--- config.mk ---
export PLATFORM = sky130hd
export DESIGN_NAME = lcd_id_reader_flat
export DESIGN_NICKNAME = d
export VERILOG_FILES = /design/src/rtl/lcd_id_reader_pkg.sv /design/src/rtl/lcd_id_reader_if.sv /design/src/rtl/lcd_id_reader_sync.sv /design/src/rtl/lcd_id_reader.sv /design/src/flat_wrapper.sv
export SDC_FILE = /design/constraint.sdc
export NUM_CORES = 1
export LEC_CHECK = 0
export BUFFER_PORTS_ARGS = -buffer_cell sky130_fd_sc_hd__buf_2
export CORE_UTILIZATION = 50
export CTS_CLUSTER_SIZE = 28
export DETAILED_ROUTE_END_ITERATION = 6
export GPL_ROUTABILITY_DRIVEN = 0
export PLACE_DENSITY = 0.79
export SETUP_SLACK_MARGIN = 0.15
export SYNTH_ARGS = -nofsm -noshare
export SYNTH_HDL_FRONTEND = slang
export SYNTH_SLANG_ARGS = --single-unit
--- constraint.sdc ---
create_clock -name clk -period 1.8 [get_ports clk]
set_input_delay 0.18 -clock clk [delete_from_list [all_inputs] [get_ports clk]]
set_output_delay 0.18 -clock clk [all_outputs]
set_load 0.01 [all_outputs]
--- src/rtl/lcd_id_reader_pkg.sv ---
// lcd_pkg: panel ID constants, strap bit positions, FSM state type
// and the strap-code decoder shared by the LCD ID reader.
package lcd_pkg;

    localparam logic [15:0] LCD_ID_4342 = 16'h4342;
    localparam logic [15:0] LCD_ID_7084 = 16'h7084;
    localparam logic [15:0] LCD_ID_7016 = 16'h7016;
    localparam logic [15:0] LCD_ID_4384 = 16'h4384;
    localparam logic [15:0] LCD_ID_1018 = 16'h1018;
    localparam logic [15:0] LCD_ID_DEF  = LCD_ID_4342;

    localparam int M0_BIT = 7;
    localparam int M1_BIT = 15;
    localparam int M2_BIT = 23;

    typedef enum logic [1:0] {
        SETTLE,
        SAMPLE,
        DONE
    } state_t;

    typedef struct packed {
        logic        fallback;
        logic [15:0] id;
    } decode_t;

    function automatic int cnt_w(input int n);
        return (n < 2) ? 1 : $clog2(n);
    endfunction

    // {M2,M1,M0} -> panel ID; unused codes fall back to the default
    function automatic decode_t decode_strap(
        input logic [2:0] m
    );
        decode_t d;
        d.fallback = 1'b0;
        d.id       = LCD_ID_DEF;
        case (m)
            3'b000:  d.id = LCD_ID_4342;
            3'b001:  d.id = LCD_ID_7084;
            3'b010:  d.id = LCD_ID_7016;
            3'b100:  d.id = LCD_ID_4384;
            3'b101:  d.id = LCD_ID_1018;
            default: d.fallback = 1'b1;
        endcase
        return d;
    endfunction

endpackage

--- src/rtl/lcd_id_reader_if.sv ---
// lcd_id_if: LCD pin sampling inputs and the decoded-ID outputs.
// master = the ID reader, slave = pin buffers / lcd_id consumers.
interface lcd_id_if;

    logic [23:0] lcd_rgb_in;
    logic        redetect;
    logic        lcd_rgb_oe;
    logic [15:0] lcd_id;
    logic        id_valid;
    logic        id_fallback;
    logic        busy;

    modport master (
        input  lcd_rgb_in,
        input  redetect,
        output lcd_rgb_oe,
        output lcd_id,
        output id_valid,
        output id_fallback,
        output busy
    );

    modport slave (
        output lcd_rgb_in,
        output redetect,
        input  lcd_rgb_oe,
        input  lcd_id,
        input  id_valid,
        input  id_fallback,
        input  busy
    );

endinterface

--- src/rtl/lcd_id_reader_sync.sv ---
// lcd_strap_sync: 3-bit two-flop synchronizer for the strap pins.
// Ports: clk, rst_n (async low), i_m raw straps, o_m synchronized.
module lcd_strap_sync (
    input  logic       clk,
    input  logic       rst_n,
    input  logic [2:0] i_m,
    output logic [2:0] o_m
);

    logic [2:0] r_s1;
    logic [2:0] r_s2;

    always_ff @(posedge clk or negedge rst_n) begin
        if (!rst_n) begin
            r_s1 <= '0;
            r_s2 <= '0;
        end else begin
            r_s1 <= i_m;
            r_s2 <= r_s1;
        end
    end

    assign o_m = r_s2;

endmodule

--- src/rtl/lcd_id_reader.sv ---
// lcd_id_reader: releases the RGB pins, samples the M2/M1/M0 straps
// until stable and decodes the attached panel into lcd_id.
// Ports: clk, rst_n (async low), bus (lcd_id_if.master).
module lcd_id_reader
    import lcd_pkg::*;
#(
    parameter int SETTLE_CYC  = 1000,
    parameter int STABLE_CNT  = 16,
    parameter int TIMEOUT_CYC = 65536
) (
    input  logic     clk,
    input  logic     rst_n,
    lcd_id_if.master bus
);

    localparam int SW = cnt_w(SETTLE_CYC);
    localparam int KW = cnt_w(STABLE_CNT);
    localparam int TW = cnt_w(TIMEOUT_CYC);

    localparam logic [SW-1:0] SETTLE_LAST = SW'(SETTLE_CYC - 1);
    localparam logic [KW-1:0] STABLE_LAST = KW'(STABLE_CNT - 1);
    localparam logic [TW-1:0] TMO_LAST    = TW'(TIMEOUT_CYC - 1);

    logic [2:0]    w_m_raw;
    logic [2:0]    w_m_sync;
    logic          w_match;
    decode_t       w_dec;
    // only the three strap bits are sampled; the rest is the RGB bus
    logic          w_unused;

    state_t        r_state;
    logic [SW-1:0] r_settle_cnt;
    logic [KW-1:0] r_stable_cnt;
    logic [TW-1:0] r_tmo_cnt;
    logic [2:0]    r_m_prev;
    logic [15:0]   r_lcd_id;
    logic          r_fallback;
    logic          r_valid;

    state_t        w_state_nxt;
    logic [SW-1:0] w_settle_nxt;
    logic [KW-1:0] w_stable_nxt;
    logic [TW-1:0] w_tmo_nxt;
    logic [2:0]    w_prev_nxt;
    logic [15:0]   w_id_nxt;
    logic          w_fb_nxt;
    logic          w_valid_nxt;

    assign w_m_raw = {
        bus.lcd_rgb_in[M2_BIT],
        bus.lcd_rgb_in[M1_BIT],
        bus.lcd_rgb_in[M0_BIT]
    };

    assign w_unused = ^bus.lcd_rgb_in;

    lcd_strap_sync u_sync (
        .clk   (clk),
        .rst_n (rst_n),
        .i_m   (w_m_raw),
        .o_m   (w_m_sync)
    );

    assign w_match = (w_m_sync == r_m_prev);
    assign w_dec   = decode_strap(r_m_prev);

    always_comb begin
        w_state_nxt  = r_state;
        w_settle_nxt = r_settle_cnt;
        w_stable_nxt = r_stable_cnt;
        w_tmo_nxt    = r_tmo_cnt;
        w_prev_nxt   = r_m_prev;
        w_id_nxt     = r_lcd_id;
        w_fb_nxt     = r_fallback;
        w_valid_nxt  = r_valid;
        unique case (r_state)
            SETTLE: begin
                if (r_settle_cnt == SETTLE_LAST) begin
                    w_state_nxt  = SAMPLE;
                    w_settle_nxt = '0;
                    w_prev_nxt   = w_m_sync;
                    w_stable_nxt = '0;
                    w_tmo_nxt    = '0;
                end else begin
                    w_settle_nxt = r_settle_cnt + SW'(1);
                end
            end
            SAMPLE: begin
                // a stable code beats a timeout on the same cycle
                if (w_match && r_stable_cnt == STABLE_LAST) begin
                    w_state_nxt = DONE;
                    w_id_nxt    = w_dec.id;
                    w_fb_nxt    = w_dec.fallback;
                    w_valid_nxt = 1'b1;
                end else if (r_tmo_cnt == TMO_LAST) begin
                    w_state_nxt = DONE;
                    w_id_nxt    = LCD_ID_DEF;
                    w_fb_nxt    = 1'b1;
                    w_valid_nxt = 1'b1;
                end else begin
                    w_tmo_nxt = r_tmo_cnt + TW'(1);
                    if (w_match) begin
                        w_stable_nxt = r_stable_cnt + KW'(1);
                    end else begin
                        w_stable_nxt = '0;
                        w_prev_nxt   = w_m_sync;
                    end
                end
            end
            DONE: begin
                // lcd_id is kept until the next decode replaces it
                if (bus.redetect) begin
                    w_state_nxt = SETTLE;
                    w_fb_nxt    = 1'b0;
                    w_valid_nxt = 1'b0;
                end
            end
            default: begin
                w_state_nxt = SETTLE;
            end
        endcase
    end

    always_ff @(posedge clk or negedge rst_n) begin
        if (!rst_n) begin
            r_state      <= SETTLE;
            r_settle_cnt <= '0;
            r_stable_cnt <= '0;
            r_tmo_cnt    <= '0;
            r_m_prev     <= '0;
            r_lcd_id     <= '0;
            r_fallback   <= 1'b0;
            r_valid      <= 1'b0;
        end else begin
            r_state      <= w_state_nxt;
            r_settle_cnt <= w_settle_nxt;
            r_stable_cnt <= w_stable_nxt;
            r_tmo_cnt    <= w_tmo_nxt;
            r_m_prev     <= w_prev_nxt;
            r_lcd_id     <= w_id_nxt;
            r_fallback   <= w_fb_nxt;
            r_valid      <= w_valid_nxt;
        end
    end

    assign bus.lcd_rgb_oe  = (r_state == DONE);
    assign bus.busy        = (r_state != DONE);
    assign bus.lcd_id      = r_lcd_id;
    assign bus.id_valid    = r_valid;
    assign bus.id_fallback = r_fallback;

endmodule
--- src/flat_wrapper.sv ---
// flat-port wrapper written by rule: the top's interface ports become plain ports
module lcd_id_reader_flat import lcd_pkg::*;
#(
    parameter int SETTLE_CYC  = 1000,
    parameter int STABLE_CNT  = 16,
    parameter int TIMEOUT_CYC = 65536
)
  (clk, rst_n, bus_lcd_rgb_in, bus_redetect, bus_lcd_rgb_oe, bus_lcd_id, bus_id_valid, bus_id_fallback, bus_busy);
  lcd_id_if bus_i ();
  input  logic clk;
  input  logic rst_n;
  input wire logic [$bits(bus_i.lcd_rgb_in)-1:0] bus_lcd_rgb_in;
  input wire logic [$bits(bus_i.redetect)-1:0] bus_redetect;
  output wire logic [$bits(bus_i.lcd_rgb_oe)-1:0] bus_lcd_rgb_oe;
  output wire logic [$bits(bus_i.lcd_id)-1:0] bus_lcd_id;
  output wire logic [$bits(bus_i.id_valid)-1:0] bus_id_valid;
  output wire logic [$bits(bus_i.id_fallback)-1:0] bus_id_fallback;
  output wire logic [$bits(bus_i.busy)-1:0] bus_busy;
  assign bus_i.lcd_rgb_in = bus_lcd_rgb_in;
  assign bus_i.redetect = bus_redetect;
  assign bus_lcd_rgb_oe = bus_i.lcd_rgb_oe;
  assign bus_lcd_id = bus_i.lcd_id;
  assign bus_id_valid = bus_i.id_valid;
  assign bus_id_fallback = bus_i.id_fallback;
  assign bus_busy = bus_i.busy;
  lcd_id_reader #(.SETTLE_CYC(SETTLE_CYC), .STABLE_CNT(STABLE_CNT), .TIMEOUT_CYC(TIMEOUT_CYC)) u_core (.clk(clk), .rst_n(rst_n), .bus(bus_i));
endmodule
==> out/metrics.yaml <==
yosys:
  synthTopCellsByArea: "dfrtp_1 (48%), nand2_1 (4.6%), o21ai_0 (3.8%)"
  ys_ff_latch: 53
  synth.distinct_cells: 49
  synth_cells: 286
  synth.avg_cell_area_um2: 9.73
  synthFlopType: "dfrtp_1"
  synth_edf_count: 0
  synth_area_leader_cell: "dfrtp_1"
  synth-seq-area-share_pct: 47.6
  synth.most_common_cell: "dfrtp_1"
  ys_warn_count: 0
  postSynth.asyncResetShare_pct: 100
  syn_area_um2: 2780
  synth_common_cells: "dfrtp_1 (53), nand2_1 (34), o21ai_0 (21)"
  synth_top_area_share_pct: 47.6
die:
  core_um2: 5240
  initial_core_util_pct: 53.2
  die_area_um2: 5870
  io-pin-count: 47
  die_w_um: 76.6
  fp.dieH_um: 76.6
  row_count: 26
clock_tree:
  root_buffer: "clkbuf_8"
  cts_buffers: 5
  clock-sinks: 53
  cts_htree_levels: 2
  cts_tree: "built"
  worstSkewPairLatency_ps: 330
  cts_buffer_depth: 2
  path_clk_slew_ps: 110
finish:
  area.growth.synth_to_final_pct: 51.6
  fin_cells: 464
  multi_input_area_um2: 1780
  register_area_um2: 1330
  design_area_um2: 4220
  antennaDiodeCount: 0
  fin_nets: 427
  fillers: 270
  drive_gt1_share_pct: 49.7
setup_path:
  cp-end-kind: "flop"
  worstSetupPathType: "reg -> reg"
  reg2regPathDepth: 7
  worstPathArrival_ps: 2180
  startpoint_type: "flop"
  cp_data_required_time_ps: 2000
  crit_fanout: 6
timing:
  worst_slew_pin_slew_ps: 497
  drv_slew: 0
  rsz0062_at_grt: "true"
  skew_ps: 18.7
  hold_violations: 0
  min_period_ps: 1980
  fin_ws_ps: -177
  relSlewSlack_pct: 66.7
  fin_crit_sh_pct: 110
  fmax_ghz: 0.506
  finalSetupViolations: 28
power:
  powerDensity_nw_per_um2: 471
  peakVddDrop_mv: 0.572
  leakage_nw: 1.92
  power_mw: 1.99
route:
  wire_per_inst_um: 20.7
  wl_mm: 9.60
  firstDrtPassIters: 7
  first_iter_violations: 295
  ant_nets: 0
  num_vias: 2924
  via_per_inst: 6.30
  drc: 0
run:
  drv_cap: 0
outcome:
  outcome: "finished with violations"
  violations: "negative setup slack"
min_path:
  min_path_cells: 0
  hold_class: "reg -> reg"
placed_design:
  placed_cells: 426
  io_buffer_count: 20
  pre_cts_ws_ps: -58.0
  placed_area_um2: 3480
  dp_hpwl_mm: 4.66
global_routing:
  grt_util_all_layers_pct: 25.6
  grt_start_max_net_pins: 28
  grt_pass1_wl_mm: 11.9
  antenna_found_initial: 0
  overflow: 0
  grt_pass1_vias: 2523
[layout by cell type (no fill, tap or decap), types with 4 or more instances in the layout]
master,n
inv_1,4
nand2_4,5
a31oi_1,5
ha_2,4
o21ai_2,8
nand2_1,21
nor2_1,9
xor2_1,6
xnor2_1,5
buf_4,65
nand2_2,8
nand4_1,9
a21oi_1,6
buf_2,20
o21ai_0,11
nand3_1,13
o22a_1,4
a21oi_2,4
nor2_4,6
conb_1,5
buf_6,23
dfrtp_1,53
o31ai_1,6
clkbuf_8,5
mux2_4,6
dlygate4sd3_1,4
o21ai_1,14
[where the power goes]
group	switching (mW)	total (mW)	leakage, nW	internal [mW]
Clock	0.443	0.725	0.0447	0.282
Combinational	0.0385	0.0583	1.16	0.0199
Sequential	0.00600	1.20	0.712	1.20
[worst paths after layout]
kind | start | to | slack, ps
max in group asynchronous | rst_n | u_core.r_stable_cnt[3] | 1120
max reg2reg | u_core.r_state[0] | u_core.r_m_prev[0] | -180
min in group asynchronous | rst_n | u_core.bus.id_fallback | 390
min reg2reg | u_core.u_sync.r_s1[2] | u_core.u_sync.o_m[2] | 360
min | u_core.u_sync.r_s1[2] | u_core.u_sync.o_m[2] | 360
max | u_core.r_state[0] | u_core.r_m_prev[0] | -180
[flip-flops by register name, indices dropped and copies added (netlist names)]
| register | count |
|---|---|
| u_core.r_tmo_cnt | 16 |
| u_core.bus.lcd_id | 10 |
| u_core.r_settle_cnt | 10 |
| u_core.r_stable_cnt | 4 |
| u_core.r_m_prev | 3 |
| u_core.u_sync.o_m | 3 |
| u_core.u_sync.r_s1 | 3 |
| u_core.r_state | 2 |
| u_core.bus.id_fallback | 1 |
| u_core.bus.id_valid | 1 |
[metrics by stage]
| stage | setup TNS, ps | util, % | hold WS, ps |
|---|---|---|---|
| 5_1_grt | -3430 | 80.6 | 370 |
| 3_3_place_gp | 0 | 66.5 | 201 |
| 4_1_cts | 0 | 72.6 | 367 |
| 6_report | -2390 | 80.6 | 364 |
| 3_5_place_dp | -367 | 66.5 | 207 |
| 2_1_floorplan | -7.95 | - | -116 |
[layout make-up]
type | count | share of cell area, %
Sequential cell | 53 | 31.4
Tap cell | 70 | 2.08
Inverter | 7 | 0.623
Multi-Input combinational cell | 213 | 42.1
Timing Repair Buffer | 113 | 21.5
Clock inverter | 3 | 0.593
Clock buffer | 5 | 1.63
[per-layer routing]
layer  vias up  share of wire, %  global-route usage [%]
met3        56               6.8                    4.19
li1       1247                 -                       -
met2       198                50                    46.7
met1      1423                38                    30.9
met4         0               4.9                    7.69
met5         -                 0                       0
[kinds of logic after synthesis]
group                      count (synthesis)  synth area share (%)
DFF                                       53                  47.6
and+or+nand+nor                          100                  18.7
adders and majority gates                  7                  3.15
xor gates and xnor gates                  14                  4.40
AOI/OAI and AO/OA                         80                  18.7
buffers and inverters                     24                  4.49
other                                      1                 0.135
muxes                                      7                  2.79
[worst max-delay path, stage by stage (launching register included)]
cell     delay (ps)
dfrtp_1         420
inv_2           110
ha_4            150
nand4_1         130
buf_4           180
o32ai_4         330
nand2_2         180
mux2_4          350
[timing repair]
item	CTS	global route
hold buffers	4	0
buffers inserted	10	15
pin swaps	13	30
gates resized for setup	31	77
gates cloned	0	1
endpoints found under the setup margin	36	39
endpoints found under the hold margin	56	0
No activity file was read; power rests on OpenSTA's default activity.
